### config.mk
export PLATFORM = sky130hd
export DESIGN_NAME = fifo_burst_reader
export DESIGN_NICKNAME = d
export VERILOG_FILES = /design/src/rtl/fifo_burst_reader.sv
export SDC_FILE = /design/constraint.sdc
export NUM_CORES = 1
export LEC_CHECK = 0
export ABC_CLOCK_PERIOD_IN_PS = 5550
export BUFFER_PORTS_ARGS = -buffer_cell sky130_fd_sc_hd__buf_4
export CORE_UTILIZATION = 40
export DETAILED_ROUTE_END_ITERATION = 6
export PLACE_DENSITY = 0.71
export RECOVER_POWER = 100
export SETUP_SLACK_MARGIN = 0.15
export SLEW_MARGIN = 30
export SYNTH_ARGS = -nofsm -noshare
export SYNTH_HDL_FRONTEND = slang
export SYNTH_SLANG_ARGS = --single-unit
### constraint.sdc
create_clock -name clk -period 5.55 [get_ports clk]
set_clock_uncertainty 0.2 [all_clocks]
set_input_delay 0 -clock clk [delete_from_list [all_inputs] [get_ports clk]]
set_output_delay 0 -clock clk [all_outputs]
set_load 0.005 [all_outputs]
### src/rtl/fifo_burst_reader.sv
// fifo_burst_reader: drains a programmed burst from the 128-bit FIFO into a valid/ready stream,
// hiding the FIFO's registered read latency behind a 2-entry output buffer.
module fifo_burst_reader #(
  parameter int DATA_WIDTH = 128,
  parameter int LEN_WIDTH  = 16
) (
  input  logic                  clk,
  input  logic                  reset,
  input  logic                  i_start,
  input  logic [LEN_WIDTH-1:0]  i_len,
  output logic                  o_busy,
  output logic                  o_done,
  output logic                  o_rden,
  input  logic [DATA_WIDTH-1:0] i_rddata,
  input  logic                  i_empty,
  output logic                  o_valid,
  input  logic                  i_ready,
  output logic [DATA_WIDTH-1:0] o_data,
  output logic                  o_last
);
  typedef enum logic [1:0] {IDLE, RUN, FLUSH} state_t;
  state_t state, state_nx;
  logic [LEN_WIDTH-1:0] rd_remain, out_remain;
  logic [DATA_WIDTH-1:0] buf_q [2];
  logic head, tail, inflight, done_nx, start_ok, pop, flush_end;
  logic [1:0] occ;
  assign start_ok  = state == IDLE && i_start && i_len != '0;
  assign flush_end = state == FLUSH && out_remain == '0;
  assign pop       = o_valid && i_ready;
  assign o_valid   = occ != 2'd0;
  assign o_data    = buf_q[head];
  assign o_last    = o_valid && out_remain == LEN_WIDTH'(1);
  assign o_busy    = state != IDLE;
  // inflight is last cycle's o_rden, which also masks the one-cycle-stale empty flag
  assign o_rden    = state == RUN && rd_remain != '0 && !i_empty && !inflight &&
                     ({1'b0, occ} + {2'b0, inflight}) < 3'd2;
  always_comb begin
    state_nx = start_ok ? RUN :
               (state == RUN && rd_remain == '0) ? FLUSH :
               flush_end ? IDLE : state;
    done_nx  = (state == IDLE && i_start && i_len == '0) || flush_end;
  end
  always_ff @(posedge clk or negedge reset) begin
    if (!reset) begin
      state      <= IDLE;
      o_done     <= 1'b0;
      inflight   <= 1'b0;
      rd_remain  <= '0;
      out_remain <= '0;
      head       <= 1'b0;
      tail       <= 1'b0;
      occ        <= 2'd0;
      buf_q[0]   <= '0;
      buf_q[1]   <= '0;
    end else begin
      state    <= state_nx;
      o_done   <= done_nx;
      inflight <= o_rden;
      if (start_ok) rd_remain <= i_len;
      else if (o_rden) rd_remain <= rd_remain - 1'b1;
      if (start_ok) out_remain <= i_len;
      else if (pop && out_remain != '0) out_remain <= out_remain - 1'b1;
      if (inflight) begin
        buf_q[tail] <= i_rddata;
        tail        <= ~tail;
      end
      if (pop) head <= ~head;
      occ <= occ + {1'b0, inflight} - {1'b0, pop};
    end
  end
endmodule

==> qor.yml, run 1 <==
num_vias: 9331
multiInputGateArea_um2: 5567
tns_ps: 0
synth_top_area_cell: "dfrtp_1"
fillers: 2710
grt_pass1_wl_um: 52300
globalplace.congestion: 0.8286
slew_violations: 288
antenna_found_initial: 3
synth.avg_cell_area_um2: 14.14
hold_viol_final: 0
synth_seq_cells: 296
area_delta_synth_final_pct: 38.17
cts_root_buffer: "clkbuf_16"
die_area_um2: 33820
insertion_delay_ps: 510
globalRouteTotalUtil: 0.1929
crit_arrival_ps: 4080
end_kind: "flip-flop"
cts_tree: "done"
num_rows: 66
synth_edf_count: 0
grt_setup_unrepaired: "no"
ir_drop_mv: 0.2900
syn-instance-count: 936
cts.sinks: 296
register_area_um2: 7407
grt_pass1_vias: 10000
synth_commonest_cells: "384 x mux2_2, 296 x dfrtp_1, 42 x clkbuf_1"
ant_nets: 0
viasPerCell: 5.063
io_buffers: 281
worst_pin_slew_ps: 2925
worst_ep_required_time_ps: 5730
cap_violations: 6
finalCriticalPeriod_ps: 3899
p_total_uw: 10190
critPathKind: "reg2reg"
clockBufferDepth: 3
yosys_warnings: 0
total_leakage_power_uw: 0.007833
drt_first_iter_violations: 499
final_area_um2: 18290
start_kind: "flip-flop"
fin_crit_sh: 0.7025
violations: "max-capacitance violations, max-slew violations"
core_area_um2: 32540
ys_top_cells_by_area: "dfrtp_1 56%, mux2_2 33%, clkbuf_1 1.2%"
clkSlewWorstSetupHoldPaths_ps: 60
postCtsSetupBuffers: 0
drc_errors: 0
grt_max_degree: 141
wire_per_inst_um: 17.75
placed_area_um2: 15840
synthDistinctLibCells: 53
slew_headroom: -0.9502
fp.dieH_um: 183.9
nets: 1527
netlist_area_um2: 13230
utilization: 0.5620
cts_inserted_buffers: 35
dpl.hpwl_um: 19990
ioPinCount: 282
synth_flop_cell: "dfrtp_1"
async_reset_ff_frac: 1.000
fmax_mhz: 256.5
synth_fp_nets: 1090
grt-ovfl-total: 0
synth_top_area_share: 0.5597
routed_wl_um: 32720
start_util: 0.4067
power.density_nw_per_um2: 557.4
die_w_um: 183.9
fin_ws_ps: 1651
htreeDepth: 2
outcome: "finished, violations left"
ys_seq_area_frac: 0.5597
hp-class: "in2reg"
yosysMostFrequentCell: "mux2_2"
setup_viol: 0
post-place-ws_ps: 2956
firstDrtPassIters: 7
drive_above_1_share: 0.4725
cp_max_fo: 56
-- sequential cells by signal, summed over array words and instances (netlist names) --
signal and flops:
out_remain 16, tail 1, o_done 1, occ 2, buf_q 256, inflight 1
state 2, rd_remain 16, head 1
-- kinds of logic after synthesis --
family | after synthesis | synth area share
AOI/OAI and AO/OA | 47 | 0.02458
and+or+nand+nor | 123 | 0.05266
muxes | 387 | 0.3290
buffers and inverters | 61 | 0.01806
adders and majority gates | 5 | 0.004727
xor gates and xnor gates | 17 | 0.01125
DFF | 296 | 0.5597
-- metal layers --
layer  up-vias  track usage  wire length, µm
met2       297       0.3227            15820
met5         -            0                0
li1       4293            -                -
met4         0      0.06167              727
met3        52      0.04299             2107
met1      4689       0.2473            14060
-- worst max-delay path, cell delays in order (launching register included) --
cell      delay [ps]
dfrtp_1          460
nor2b_1          200
clkbuf_1        1110
clkbuf_2        1310
mux2_2           440
-- final timing paths --
| kind | cells after the start | startpoint | endpoint | slack (ps) |
|---|---|---|---|---|
| setup / recovery | 4 | inflight | buf_q[189] | 1650 |
| hold / removal | 3 | i_rddata[112] | buf_q[112] | 70 |
| setup reg to reg | 4 | inflight | buf_q[189] | 1650 |
| hold reg to reg | 1 | buf_q[29] | buf_q[29] | 300 |
| max in group asynchronous | 4 | reset | buf_q[119] | 2120 |
| min in group asynchronous | 4 | reset | buf_q[69] | 900 |
-- cell usage in the layout, fill, tap and decap left out, types with 4 or more instances in the layout --
cell type	instances
nor3_1	8
or3_1	6
nand4b_1	4
ha_1	5
nor3b_1	4
dlygate4sd3_1	157
or4_1	4
nor2_1	20
nand2_1	22
clkbuf_8	7
o311ai_0	6
nand3_1	21
mux2_2	381
buf_4	153
inv_1	11
o211ai_1	4
clkbuf_4	61
clkbuf_16	35
o21ai_0	16
xor2_1	10
a21oi_1	5
xnor2_1	7
clkbuf_1	80
nand4_1	6
clkinv_2	4
nor4_1	13
dfrtp_1	296
-- per-stage QoR --
stage | hold slack [ps] | instances
2_1_floorplan | -495.6 | 936
3_3_place_gp | -130.9 | 1618
3_5_place_dp | -137.8 | 1619
4_1_cts | 49.47 | 1840
5_1_grt | 64.08 | 1843
6_report | 70.34 | 1843
-- report_power, final --
group / switching, µW / internal, µW
logic: 1570 / 2420
clock network: 893 / 1400
registers: 653 / 3250
total: 3120 / 7080
-- final cells by class --
class                      count  share of cell area
timing repair buffer         450              0.1941
clock inverter                13            0.008759
clock buffer                  50             0.05481
multi-input combinational    579              0.3044
inverter                      11            0.002258
antenna                        2           0.0002737
sequential                   296              0.4051
tap                          442             0.03025
-- what timing repair did --
item                                   4_1_cts  5_1_grt
hold buffers                               158        0
endpoints found under the hold margin      383        0
resized for setup                            0        0
No activity file was read; power rests on OpenSTA's default activity.
==> run 2, diff against run 1 <==
--- a/config.mk
+++ b/config.mk
@@ -5,7 +5,7 @@
 export SDC_FILE = /design/constraint.sdc
 export NUM_CORES = 1
 export LEC_CHECK = 0
-export ABC_CLOCK_PERIOD_IN_PS = 5550
+export ABC_CLOCK_PERIOD_IN_PS = 3630
 export BUFFER_PORTS_ARGS = -buffer_cell sky130_fd_sc_hd__buf_4
 export CORE_UTILIZATION = 40
 export DETAILED_ROUTE_END_ITERATION = 6
==> constraint.sdc (replaced) <==
create_clock -name clk -period 3.63 [get_ports clk]
set_clock_uncertainty 0.2 [all_clocks]
set_input_delay 0 -clock clk [delete_from_list [all_inputs] [get_ports clk]]
set_output_delay 0 -clock clk [all_outputs]
set_load 0.005 [all_outputs]
==> run 2 against run 1 <==
- the run still ends with max-capacitance violations, max-slew violations left
- sequential share of layout area grew 0.25 points
- global-route usage about the same
- sequential power up 54%
- register-to-register slack worse by 1000 ps
- core utilization is 0.32 points lower
- worst hold slack hardly changed
- combinational power up 51%
- design area fell by 0.57%
- critical endpoint is now o_rden
==> qor.yml, run 2 (synthesis results as in run 1) <==
outcome: "finished, violations left"
violations: "max-capacitance violations, max-slew violations"
cts_resized: 0
final_cell_mix: "378 x mux2_2, 295 x dfrtp_1, 158 x buf_4"
comb_power_share: 0.392
r2r-start: "rd_remain[0]"
whs_ps: 70.74
ir_drop_mv: 0.4874
reg_top3: "buf_q: 256 flops, out_remain: 16 flops, rd_remain: 16 flops"
fillers: 2694
utilization: 0.5588
dp_cells: 1625
ant_nets: 0
grt-ovfl-total: 0
nets: 1525
die_w_um: 183.9
routed_wl_um: 32590
drive_above_1_share: 0.4806
register_area_um2: 7411
cts.sinks: 296
p_int_uw: 10670
critPathKind: "reg2out"
critPathLaunch: "rd_remain[0]"
cts_hold_buf: 151
crit_arrival_ps: 2920
cap_violations: 5
antenna_cells: 0
grt_pass1_vias: 10010
clockBufferDepth: 3
area_delta_synth_final_pct: 37.38
grt_pass1_wl_um: 52490
sequentialPowerShare: 0.390
start_kind: "flip-flop"
fmax_mhz: 321.0
drt_first_iter_violations: 385
core_area_um2: 32540
ioPinCount: 282
tns_ps: 0
wire_per_inst_um: 17.77
fin_cells: 1834
worst_pin_slew_ps: 1898
globalplace.congestion: 0.8482
globalRouteTotalUtil: 0.1933
power.density_nw_per_um2: 846.4
num_vias: 9260
cts_inserted_buffers: 35
dpl.hpwl_um: 20110
end_kind: "output pin"
switchingPower_uw: 4715
slew_headroom: -0.2655
setup_viol: 0
slew_violations: 326
clkSlewWorstSetupHoldPaths_ps: 60
fin_ws_ps: 515.0
fp.dieH_um: 183.9
grt_setup_unrepaired: "no"
switching_share: 0.3064
final_common_cell: "mux2_2"
firstDrtPassIters: 4
die_area_um2: 33820
postCtsSetupBuffers: 0
num_rows: 66
multiInputGateArea_um2: 5584
hold_start: "i_rddata[20]"
fin_crit_sh: 0.8581
hold_viol_final: 0
post-place-ws_ps: 997.6
antenna_found_initial: 0
finalCriticalPeriod_ps: 3115
grt_max_degree: 72
hp-class: "in2reg"
viasPerCell: 5.049
drc_errors: 0
cp_max_fo: 16
largest_register: "buf_q"
total_leakage_power_uw: 0.007818
largest_reg_flops: 256
htreeDepth: 2
start_util: 0.4067
cts_tree: "done"
cts_root_buffer: "clkbuf_16"
insertion_delay_ps: 510
io_buffers: 281
clkPwrFrac: 0.218
worst_ep_required_time_ps: 3430
run 2: changes by cell type in the layout (fill, tap and decap cells not counted), sizes merged:
cell and change:
clkbuf +4, clkinvlp -2, bufinv -2, diode -2, dlygate4sd3 -7, buf +2
clkinv -2
run 2: power by group through the flow:
stage,sequential [µW],clock [µW],combinational [µW]
floorplan,5640,0,3920
detailed placement,6030,0,6390
global route,6250,3590,6560
CTS,5990,3450,6580
global placement,5930,0,6300
finish,6000,3360,6030
run 2: worst max-delay path, stage by stage (launching register included):
cell and delay (ps):
dfrtp_1 410, inv_1 70, ha_1 180, or3b_4 420
nor3b_1 680, a21o_4 330, inv_2 150, clkbuf_4 170
run 2: worst paths after layout:
path / to / slack, ps / cells past startpoint
max: o_rden / 520 / 7
min: buf_q[20] / 70 / 3
max reg2reg: rd_remain[7] / 610 / 8
min reg2reg: buf_q[239] / 300 / 1
max in group asynchronous: buf_q[107] / 800 / 5
min in group asynchronous: buf_q[227] / 900 / 4
run 2: area by class of cell:
class,instances,share of cell area
Sequential cell,296,0.4076
Multi-Input combinational cell,579,0.3071
Timing Repair Buffer,448,0.1920
Clock buffer,51,0.05643
Tap cell,442,0.03042
Clock inverter,7,0.004129
Inverter,11,0.002271
run 2: layer usage:
metal	vias to the layer above	wire [µm]	global-route usage
met5	-	0	0
met4	0	590	0.04700
met3	48	2028	0.04378
met2	254	15830	0.3300
met1	4676	14130	0.2475
li1	4282	-	-
run 2: stage by stage:
stage | area, µm² | power [µW]
2_1_floorplan | 13230 | 9553
3_3_place_gp | 15910 | 12220
3_5_place_dp | 15940 | 12430
4_1_cts | 18570 | 16020
5_1_grt | 18180 | 16390
6_report | 18180 | 15390
==> run 3, diff against run 2 <==
--- a/config.mk
+++ b/config.mk
@@ -7,10 +7,11 @@
 export LEC_CHECK = 0
 export ABC_CLOCK_PERIOD_IN_PS = 3630
 export BUFFER_PORTS_ARGS = -buffer_cell sky130_fd_sc_hd__buf_4
-export CORE_UTILIZATION = 40
+export CELL_PAD_IN_SITES_DETAIL_PLACEMENT = 1
+export CELL_PAD_IN_SITES_GLOBAL_PLACEMENT = 1
+export CORE_UTILIZATION = 25
 export DETAILED_ROUTE_END_ITERATION = 6
-export PLACE_DENSITY = 0.71
-export RECOVER_POWER = 100
+export PLACE_DENSITY = 0.59
 export SETUP_SLACK_MARGIN = 0.15
 export SLEW_MARGIN = 30
 export SYNTH_ARGS = -nofsm -noshare
==> run 3 against run 2 <==
- worst hold slack worse by 25 ps
- core utilization down 19 points
- total power up 6.5%
- global-route usage down 4.9 points
- the flow now finishes without violations
- setup slack better by 220 ps
- first-iteration DRC count down 39%
- combinational power up 13%
- count of clock-buffer cells in the layout up 5
- sequential cell count unchanged
- cell count up 14%
- critical endpoint is now out_remain[1]
- via count up 0.77%
==> qor.yml, run 3 (synthesis results as in run 1) <==
ant_nets: 0
antenna_cells: 0
setup_viol: 0
outcome: "complete, no violations"
crit_family: "simple AND/OR/NAND/NOR gates"
clockBufferDepth: 3
routed_wl_um: 37970
cts_root_buffer: "clkbuf_16"
worst_pin_slew_ps: 880.4
slew_headroom: 0.4114
postCtsSetupBuffers: 0
switchingPower_uw: 4963
cp_max_fo: 5
largest_reg_flops: 256
dp_cells: 1858
slew_violations: 0
finalCriticalPeriod_ps: 2893
globalRouteTotalUtil: 0.1443
comb_power_share: 0.415
grt_pass1_wl_um: 61140
firstDrtPassIters: 4
cts_resized: 0
drive_above_1_share: 0.5331
viasPerCell: 4.475
ir_drop_mv: 0.4640
multiInputGateArea_um2: 5603
start_util: 0.2554
cts_tree: "done"
drc_errors: 0
final_cell_mix: "384 x mux2_2, 295 x dfrtp_1, 283 x buf_4"
dpl.hpwl_um: 23440
fillers: 5461
cts_inserted_buffers: 37
fin_cells: 2085
area_delta_synth_final_pct: 44.20
hp-class: "in2reg"
crit_arrival_ps: 3120
fin_crit_sh: 0.7969
final_common_cell: "mux2_2"
sequentialPowerShare: 0.360
insertion_delay_ps: 540
core_area_um2: 51820
largest_register: "buf_q"
hold_viol_final: 0
grt_max_degree: 82
cts_hold_buf: 164
clkPwrFrac: 0.224
fp.dieH_um: 232.1
worst_ep_required_time_ps: 3860
r2r-start: "out_remain[12]"
num_vias: 9331
reg_top3: "buf_q: 256 flops, out_remain: 16 flops, rd_remain: 16 flops"
worstPathCellList: "nor4_1 > and4_1 > nor3_1 > a211oi_1 > nor2_1 > dlygate4sd3_1"
drt_first_iter_violations: 233
ioPinCount: 282
wire_per_inst_um: 18.21
total_leakage_power_uw: 0.008234
grt_pass1_vias: 10750
critPathLaunch: "out_remain[12]"
hold_start: "i_rddata[5]"
register_area_um2: 7411
io_buffers: 281
start_kind: "flip-flop"
utilization: 0.3683
power.density_nw_per_um2: 858.4
grt-ovfl-total: 0
cts.sinks: 296
slowest_stage: "nor4_1"
num_rows: 83
fmax_mhz: 345.7
worst-path-buf-inv: 1
end_kind: "flip-flop"
slowest_delay_ps: 730
clkSlewWorstSetupHoldPaths_ps: 60
p_int_uw: 11420
cap_violations: 0
tns_ps: 0
critPathKind: "reg2reg"
die_w_um: 232.1
globalplace.congestion: 0.7746
die_area_um2: 53860
htreeDepth: 2
grt_setup_unrepaired: "no"
antenna_found_initial: 0
nets: 1535
switching_share: 0.3030
[run 3: cell types whose count changed in the layout (fill, tap and decap cells not counted), sizes merged]
cell         change
buf            +133
bufinv           -1
clkbuf         -133
clkinv           +3
dlygate4sd3     +13
inv              -2
[run 3: tightest hold or removal path, stage by stage]
cell and delay [ps]:
dlygate4sd3_1 520, buf_4 100, mux2_2 120
[run 3: power by group through the flow]
stage	Clock (µW)	Sequential, µW	Combinational (µW)
after global placement	0	5830	6570
after CTS	3830	5910	6950
after detailed placement	0	5960	6700
after global routing	3930	6160	7420
after floorplan	0	5640	3920
final	3670	5900	6800
[run 3: final timing paths]
| path | endpoint | slack (ps) | depth (start not counted) |
|---|---|---|---|
| hold reg to reg | buf_q[17] | 300 | 1 |
| max in group asynchronous | buf_q[74] | 2110 | 4 |
| setup reg to reg | out_remain[1] | 740 | 6 |
| hold / removal | buf_q[5] | 50 | 3 |
| min in group asynchronous | buf_q[229] | 330 | 3 |
| setup / recovery | out_remain[1] | 740 | 6 |
[run 3: final cells by class]
type / instances / area share
Clock buffer: 56 / 0.06183
Multi-Input combinational cell: 579 / 0.2936
Inverter: 11 / 0.002164
Sequential cell: 296 / 0.3883
Clock inverter: 7 / 0.002033
Timing Repair Buffer: 456 / 0.2074
Tap cell: 680 / 0.04458
[run 3: through the flow]
step	cell area, µm²	worst slack [ps]	power, µW	hold WS, ps
2_1_floorplan	13230	1230	9553	-495.6
3_3_place_gp	16210	1002	12400	-46.96
3_5_place_dp	16210	936.9	12670	-23.75
4_1_cts	19080	741.1	16690	4.137
5_1_grt	19080	577.8	17510	28.41
6_report	19080	737.3	16380	45.86
[run 3: routing by layer]
layer  up-vias  GRT usage  wire length (µm)
met3        49    0.03377              2082
met5         -          0                 0
met2       215     0.2435             18630
met1      4773     0.1827             16540
li1       4294          -                 -
met4         0    0.04132               712
